==> config.mk <==
export PLATFORM = sky130hd
export DESIGN_NAME = fab_ccc_clken_gen
export DESIGN_NICKNAME = d
export VERILOG_FILES = /design/src/rtl/fab_ccc_clken_gen.sv
export SDC_FILE = /design/constraint.sdc
export NUM_CORES = 1
export LEC_CHECK = 0
export CAP_MARGIN = 10
export CELL_PAD_IN_SITES_DETAIL_PLACEMENT = 2
export CELL_PAD_IN_SITES_GLOBAL_PLACEMENT = 2
export CORE_AREA = 2 2 93 104
export DETAILED_ROUTE_END_ITERATION = 10
export DIE_AREA = 0 0 95 106
export PLACE_DENSITY = 0.76
export SLEW_MARGIN = 20
export SYNTH_ARGS = -nofsm -noshare
export SYNTH_HDL_FRONTEND = slang
export SYNTH_SLANG_ARGS = --single-unit
==> constraint.sdc <==
create_clock -name FAB_CLK -period 2 [get_ports FAB_CLK]
set_clock_uncertainty 0.05 [all_clocks]
set_input_delay 0.5 -clock FAB_CLK [delete_from_list [all_inputs] [get_ports FAB_CLK]]
set_output_delay 0.5 -clock FAB_CLK [all_outputs]
set_load 0.005 [all_outputs]
==> src/rtl/fab_ccc_clken_gen.sv <==
// Multi-channel programmable clock-enable generator: NUM_CH dividers with staged, glitch-free divisor updates and a LOCK qualifier.
// Latency: all outputs registered; first CLKEN pulse DIV+1 edges after enable or reset release.
// Backpressure: none; DIV_LOAD strobes are always accepted and the last load before a terminal count wins.
module fab_ccc_clken_gen #(
    parameter int NUM_CH      = 3,
    parameter int DIV_W       = 5,
    parameter int DEFAULT_DIV = 3,
    parameter int LOCK_CYCLES = 16
) (
    input  logic                    FAB_CLK,
    input  logic                    FAB_RESET,
    input  logic [NUM_CH-1:0]       CH_EN,
    input  logic [NUM_CH-1:0]       DIV_LOAD,
    input  logic [NUM_CH*DIV_W-1:0] DIV_IN,
    output logic [NUM_CH-1:0]       CLKEN,
    output logic [NUM_CH-1:0]       GL_DIV,
    output logic [NUM_CH-1:0]       PEND,
    output logic                    LOCK
);

    localparam int               LCW       = (LOCK_CYCLES > 2) ? $clog2(LOCK_CYCLES) : 1;
    localparam logic [DIV_W-1:0] DIV_RST   = DIV_W'(DEFAULT_DIV);
    localparam logic [LCW-1:0]   LOCK_LAST = LCW'(LOCK_CYCLES - 1);

    typedef enum logic {
        ST_WAIT   = 1'b0,
        ST_LOCKED = 1'b1
    } lock_st_e;

    // Per-channel divider state
    logic [DIV_W-1:0]  cnt_q [NUM_CH];
    logic [DIV_W-1:0]  cnt_d [NUM_CH];
    logic [DIV_W-1:0]  div_q [NUM_CH];
    logic [DIV_W-1:0]  div_d [NUM_CH];
    logic [DIV_W-1:0]  stg_q [NUM_CH];
    logic [DIV_W-1:0]  stg_d [NUM_CH];
    logic [NUM_CH-1:0] pend_q, pend_d;
    logic [NUM_CH-1:0] clken_q, clken_d;
    logic [NUM_CH-1:0] gl_q, gl_d;
    logic [NUM_CH-1:0] apply;

    // Lock tracking state
    lock_st_e          st_q, st_d;
    logic [LCW-1:0]    lcnt_q, lcnt_d;
    logic              lock_q, lock_d;

    // Divider next state: a staged divisor only takes effect at a period boundary (terminal count) or while disabled,
    // so a running period is never cut short. A load in the same cycle re-arms pend for the following boundary.
    always_comb begin
        cnt_d   = cnt_q;
        div_d   = div_q;
        stg_d   = stg_q;
        pend_d  = pend_q;
        clken_d = '0;
        gl_d    = gl_q;
        apply   = '0;
        for (int i = 0; i < NUM_CH; i++) begin
            if (!CH_EN[i]) begin
                cnt_d[i] = '0;
                gl_d[i]  = 1'b0;
                apply[i] = pend_q[i];
            end else if (cnt_q[i] == div_q[i]) begin
                cnt_d[i]   = '0;
                clken_d[i] = 1'b1;
                gl_d[i]    = ~gl_q[i];
                apply[i]   = pend_q[i];
            end else begin
                cnt_d[i] = cnt_q[i] + DIV_W'(1);
            end
            if (apply[i]) begin
                div_d[i]  = stg_q[i];
                pend_d[i] = 1'b0;
            end
            if (DIV_LOAD[i]) begin
                stg_d[i]  = DIV_IN[i*DIV_W +: DIV_W];
                pend_d[i] = 1'b1;
            end
        end
    end

    // Divider state registers
    always_ff @(posedge FAB_CLK or posedge FAB_RESET) begin
        if (FAB_RESET) begin
            for (int i = 0; i < NUM_CH; i++) begin
                cnt_q[i] <= '0;
                div_q[i] <= DIV_RST;
                stg_q[i] <= DIV_RST;
            end
            pend_q  <= '0;
            clken_q <= '0;
            gl_q    <= '0;
        end else begin
            for (int i = 0; i < NUM_CH; i++) begin
                cnt_q[i] <= cnt_d[i];
                div_q[i] <= div_d[i];
                stg_q[i] <= stg_d[i];
            end
            pend_q  <= pend_d;
            clken_q <= clken_d;
            gl_q    <= gl_d;
        end
    end

    // Lock FSM next state: count consecutive quiet cycles (no load, nothing pending); any new load unlocks.
    always_comb begin
        st_d   = st_q;
        lcnt_d = lcnt_q;
        case (st_q)
            ST_WAIT: begin
                if ((|DIV_LOAD) || (|pend_q)) begin
                    lcnt_d = '0;
                end else if (lcnt_q == LOCK_LAST) begin
                    st_d   = ST_LOCKED;
                    lcnt_d = '0;
                end else begin
                    lcnt_d = lcnt_q + LCW'(1);
                end
            end
            ST_LOCKED: begin
                if (|DIV_LOAD) begin
                    st_d   = ST_WAIT;
                    lcnt_d = '0;
                end
            end
            default: begin
                st_d   = ST_WAIT;
                lcnt_d = '0;
            end
        endcase
        lock_d = (st_d == ST_LOCKED);
    end

    // Lock FSM registers
    always_ff @(posedge FAB_CLK or posedge FAB_RESET) begin
        if (FAB_RESET) begin
            st_q   <= ST_WAIT;
            lcnt_q <= '0;
            lock_q <= 1'b0;
        end else begin
            st_q   <= st_d;
            lcnt_q <= lcnt_d;
            lock_q <= lock_d;
        end
    end

    assign CLKEN  = clken_q;
    assign GL_DIV = gl_q;
    assign PEND   = pend_q;
    assign LOCK   = lock_q;

endmodule

Yosys cells after proc, flatten, opt, wreduce, memory -nomap -nowiden
Index checks and enable logic that the tools add are counted.
{"block": "word_totals", "mem_count": 0, "rom_bits": 0, "ram_bits": 0, "latchBits": 0, "ff_bits": 59, "input_bits": 23, "out_inout_bits": 10}
{"block": "classes", "n_div": 0, "add_sub_neg": 4, "order_cmp": 0, "muxes": 38, "reduce_logical": 6, "multipliers": 0, "bitwise_logic": 4, "eq_ne": 8, "shifts": 0}
{"op": "5-bit 2-to-1 mux", "count": 6}
{"op": "1-bit 2-to-1 mux", "count": 27}
{"op": "5-bit by 1-bit adder with 5-bit output (second input constant)", "count": 3}
{"op": "5-bit == test", "count": 3}
{"op": "4-bit 2-to-1 mux", "count": 3}
{"op": "2-bit by 1-bit inequality test with 1-bit output (second input constant)", "count": 4}
{"op": "4-bit one-hot mux with 2 select lines", "count": 1}
{"op": "2-bit nonzero test", "count": 3}
{"op": "3-bit OR reduction", "count": 2}
{"op": "4-bit by 1-bit adder with 4-bit output (second input constant)", "count": 1}
{"op": "4-bit == test (second input constant)", "count": 1}
{"op": "1-bit inverter", "count": 4}
{"op": "1-bit one-hot mux with 2 select lines", "count": 1}
{"op": "1-bit logical OR", "count": 1}

Longest topological paths before layout
Gate-level depths: netlist of run 1.
{"block": "depth", "ltp_word": 5, "mapped_depth": 5, "ltp_nobuf": 5}

Worst setup path after synthesis of run 1
Ideal clock, no wire load.
{"block": "synth_path", "path_kind": "register to register", "start": "reg pend_q[2], in the netlist PEND[2]", "end": "reg lcnt_q[3]", "slack_ns": 0.352, "path_stages_with_launch": 5, "t_required_ns": 1.872, "synth_period_minus_slack_ns": 1.648, "t_arrival_ns": 1.521, "n_path_buf": 1, "cell_sequence": "dfrtp_1 buf_6 or4_4 or3_1 a21oi_1"}
{"block": "synth_via", "elab_chain_cells": 4}
{"item": "start: declaration", "line": "37", "source": "logic [NUM_CH-1:0] pend_q, pend_d;"}
{"item": "start signal: assignment", "line": "98", "source": "pend_q <= pend_d;"}
{"item": "3-bit OR reduction", "line": "110", "source": "if ((|DIV_LOAD) || (|pend_q)) begin"}
{"item": "1-bit logical OR", "line": "110"}
{"item": "4-bit 2-to-1 mux", "line": "110"}
{"item": "4-bit one-hot mux with 2 select lines", "line": "108", "source": "case (st_q)"}
{"item": "end signal: assignment", "line": "141", "source": "lcnt_q <= lcnt_d;"}
{"item": "end: declaration", "line": "44", "source": "logic [LCW-1:0] lcnt_q, lcnt_d;"}
Every way passes these cells.
A chain may end at the register's enable or synchronous reset.

Final worst setup path of run 1
{"block": "layout_path", "start": "reg lock_q, in the netlist LOCK", "end": "out LOCK"}
{"item": "start: declaration", "line": "45", "source": "logic lock_q, lock_d;"}
{"item": "start signal: assignment", "line": "142", "source": "lock_q <= lock_d;"}
{"item": "end: declaration", "line": "18", "source": "output logic LOCK"}
No word-level cell between the ends.

==> impl_metrics.tcl, run 1 <==
set metrics [dict create \
    cts-root-buf "clkbuf_8" \
    cts_sinks 59 \
    gp_congestion 0.780 \
    min_path_type "reg -> reg" \
    crit_chain "clkdlybuf4s50_1" \
    htree_levels 3 \
    worstHoldPathCells 1 \
    critical_path_buf_inv_count 1 \
    whs_endpoint "stg_q[3]$_DFFE_PP0P_" \
    vdd_drop_max_uv 307 \
    postRouteAntennaNets 0 \
    ys_top_cells_by_area "dfrtp_1, dfstp_2, mux2_2" \
    syn_area_per_cell_sq_um 10.4 \
    syn_to_final_growth_pct 25.6 \
    use_met3_pct 3.05 \
    tightest_slew_ns 0.580 \
    vias 2361 \
    switchingPower_mw 0.940 \
    tns_ns 0 \
    clk_pin_slew_ns 0.07 \
    p_sw_share_pct 28.3 \
    combinationalPowerShare_pct 17.7 \
    grt_pass1_wl_mm 13.5 \
    met2_usage_pct 29.6 \
    clockBufferDepth 2 \
    start_kind "flop" \
    r2r_cells 4 \
    yosys.area.top_type "dfrtp_1" \
    synth_top_area_share_pct 40.5 \
    die_h_um 106 \
    busiest_layer "met2" \
    fin_crit_ns 1.93 \
    crit_fanout 8 \
    critical_path_class "reg -> out" \
    power.density_nw_per_um2 911 \
    die-area_sq_um 10100 \
    hold_viol_final 0 \
    start_util_pct 31.9 \
    leakage_nw 1.49 \
    cap_viol_max_count 0 \
    globalRouteMet1Util_pct 21.6 \
    r2r_slack_ns 0.23 \
    rsz0062_at_grt "false" \
    ys_ff_latch 59 \
    wl_mm 8.00 \
    required_ns 1.45 \
    final_util_pct 40.0 \
    dr.pass1.iters 4 \
    regToRegEndpoint "div_q[6]$_DFFE_PP1P_" \
    hold_buffers 0 \
    finalCritPeriodShare_pct 96.4 \
    r2r-start "div_q[9]$_DFFE_PP0P_" \
    worstSetupEndpointType "output pin" \
    maxSlewViolCount 0 \
    place_ws_ns 0.191 \
    drive_gt1_share_pct 18.1 \
    cts_setup_buffers 0 \
    syn_inst 279 \
    clkPwrFrac_pct 37.9 \
    status "finished, final reports clean" \
    ys_warn_count 0 \
    synth_cell_types 34 \
    post_drt_wl_per_cell_um 18.1 \
    final_cell_mix "dfrtp_1, clkdlybuf4s50_1, nand2_1" \
    grt_start_max_net_pins 60 \
    core_sq_um 9120 \
    setup_viol 0 \
    ys_async_sr_fraction_pct 100 \
    relSlewSlack_pct 61.0 \
    clk_latency_ns 0.34 \
    ys_seq_area_share_pct 51.3 \
    drc 0 \
    critPathArrivalTime_ns 1.38 \
    max_stage_delay_ns 0.57 \
    cts_tree "done" \
    finalNonFillerCells 443 \
    dpl.cell_count 427 \
    p_total_mw 3.33 \
    syn_nets 306 \
    nets 348 \
    io_buffers 32 \
    cts_buffers 9 \
    critPathTopFamily "buffers and inverters" \
    internal_power_mw 2.39 \
    fmax_mhz 519 \
    grt_pass1_vias 2658 \
    io_pins 33 \
    antenna_found_initial 0 \
    slowest_stage "clkdlybuf4s50_1" \
    grt_overflow 0 \
    grt_util_all_layers_pct 17.5 \
    n_antenna_cell 0 \
    dominantRegCellSynth "dfrtp_1" \
    syn-cell-area_sq_um 2910 \
    min_from "stg_q[3]$_DFFE_PP0P_" \
    fill_cells 964 \
    worst_slack_ns 0.0721 \
    drtIter0Drc 35 \
    place_hpwl_mm 5.44 \
    seqPwrFrac_pct 44.5 \
    layout_commonest_cell "dfrtp_1" \
    vias_per_cell 5.33 \
    die_w_um 95 \
    rows 37 \
    synth_edf_count 0 \
]
## cell type report
type                    count  area, sq um  share of cell area (%)
inverters                   8         30.0                   0.823
well taps                 117          146                    4.01
clock buffers              11          151                    4.15
multi-input cells         199         1330                    36.5
repair buffers             44          423                    11.6
flip-flops and latches     59         1490                    40.9
clock inverters             5         75.1                    2.06
## metal layers
| layer | vias to the layer above | share of wire [%] | wire [um] |
|---|---|---|---|
| met3 | 11 | 3.3 | 268 |
| met2 | 40 | 52 | 4130 |
| li1 | 1091 | - | - |
| met4 | 0 | 1.7 | 134 |
| met5 | - | 0 | 0 |
| met1 | 1219 | 43 | 3470 |
## worst max-delay path by stage
stage / start / end / cells past startpoint / slack (ns)
2_1_floorplan: FAB_RESET / CLKEN[0]$_DFF_PP0_ / 1 / 0.01
3_3_place_gp: DIV_LOAD[2] / lcnt_q[3]$_DFFE_PP0P_ / 3 / 0.23
3_5_place_dp: CH_EN[0] / div_q[10]$_DFFE_PP1P_ / 6 / 0.19
4_1_cts: LOCK$_DFF_PP0_ / LOCK / 1 / 0.03
5_1_grt: LOCK$_DFF_PP0_ / LOCK / 1 / 0.008
6_report: LOCK$_DFF_PP0_ / LOCK / 1 / 0.07
## power by group through the flow
stage | combinational, mW | clock (mW) | sequential [mW]
after floorplan | 0.400 | 0 | 1.46
after CTS | 0.593 | 1.29 | 1.48
after global routing | 0.658 | 1.34 | 1.50
after detailed placement | 0.580 | 0 | 1.50
final | 0.588 | 1.26 | 1.48
after global placement | 0.553 | 0 | 1.49
## worst reg2reg max path, delay by kind of cell, from the launching register on
family	cells	cell delay (ns)
xor gates and xnor gates	1	0.38
DFF	1	0.43
and+or+nand+nor	2	0.72
AOI/OAI and AO/OA	1	0.11
## metrics by stage
stage                     hold slack [ns]  cell area [sq um]
after floorplan                     0.424               2910
after global placement              0.442               3420
after detailed placement            0.447               3420
after CTS                           0.468               3640
after global routing                0.487               3650
final                               0.460               3650
## sequential cells by signal, indices dropped and copies added, names as in the netlist
signal	cells
cnt_q	15
PEND	3
GL_DIV	3
LOCK	1
lcnt_q	4
stg_q	15
div_q	15
CLKEN	3
## repair_timing
| item | in CTS | in global routing |
|---|---|---|
| hold endpoints to repair | 0 | 0 |
| endpoints found under the setup margin | 0 | 7 |
| resized for setup | 0 | 2 |
## logic make-up after synthesis
| logic type | count (synthesis) | share of synthesized area, % |
|---|---|---|
| xor+xnor | 24 | 7.24 |
| buf+inv | 21 | 3.06 |
| mux | 15 | 5.81 |
| compound gates | 66 | 15.6 |
| flops | 59 | 51.3 |
| fa+ha+maj | 4 | 1.72 |
| simple gates | 90 | 15.2 |
## cell usage after synthesis (all sizes together), types with 3 or more instances
| master | instances |
|---|---|
| xnor2 | 18 |
| xor2 | 6 |
| o21ai | 8 |
| nand2 | 26 |
| o211ai | 15 |
| nor2 | 19 |
| o2bb2ai | 8 |
| clkbuf | 10 |
| and3 | 6 |
| nand3 | 10 |
| a31oi | 10 |
| nand4 | 7 |
| a21oi | 11 |
| dfstp | 12 |
| inv | 8 |
| mux2 | 15 |
| o21bai | 3 |
| ha | 4 |
| a221oi | 5 |
| buf | 3 |
| dfrtp | 47 |
| or3 | 13 |
(Power assumes the default switching activity.)
==> inputs of run 2 (changes only) <==
SKIP_LAST_GASP = 1   (was unset)
==> results of run 2 <==
Final layout, timing and power as in run 1 (identical DEF).
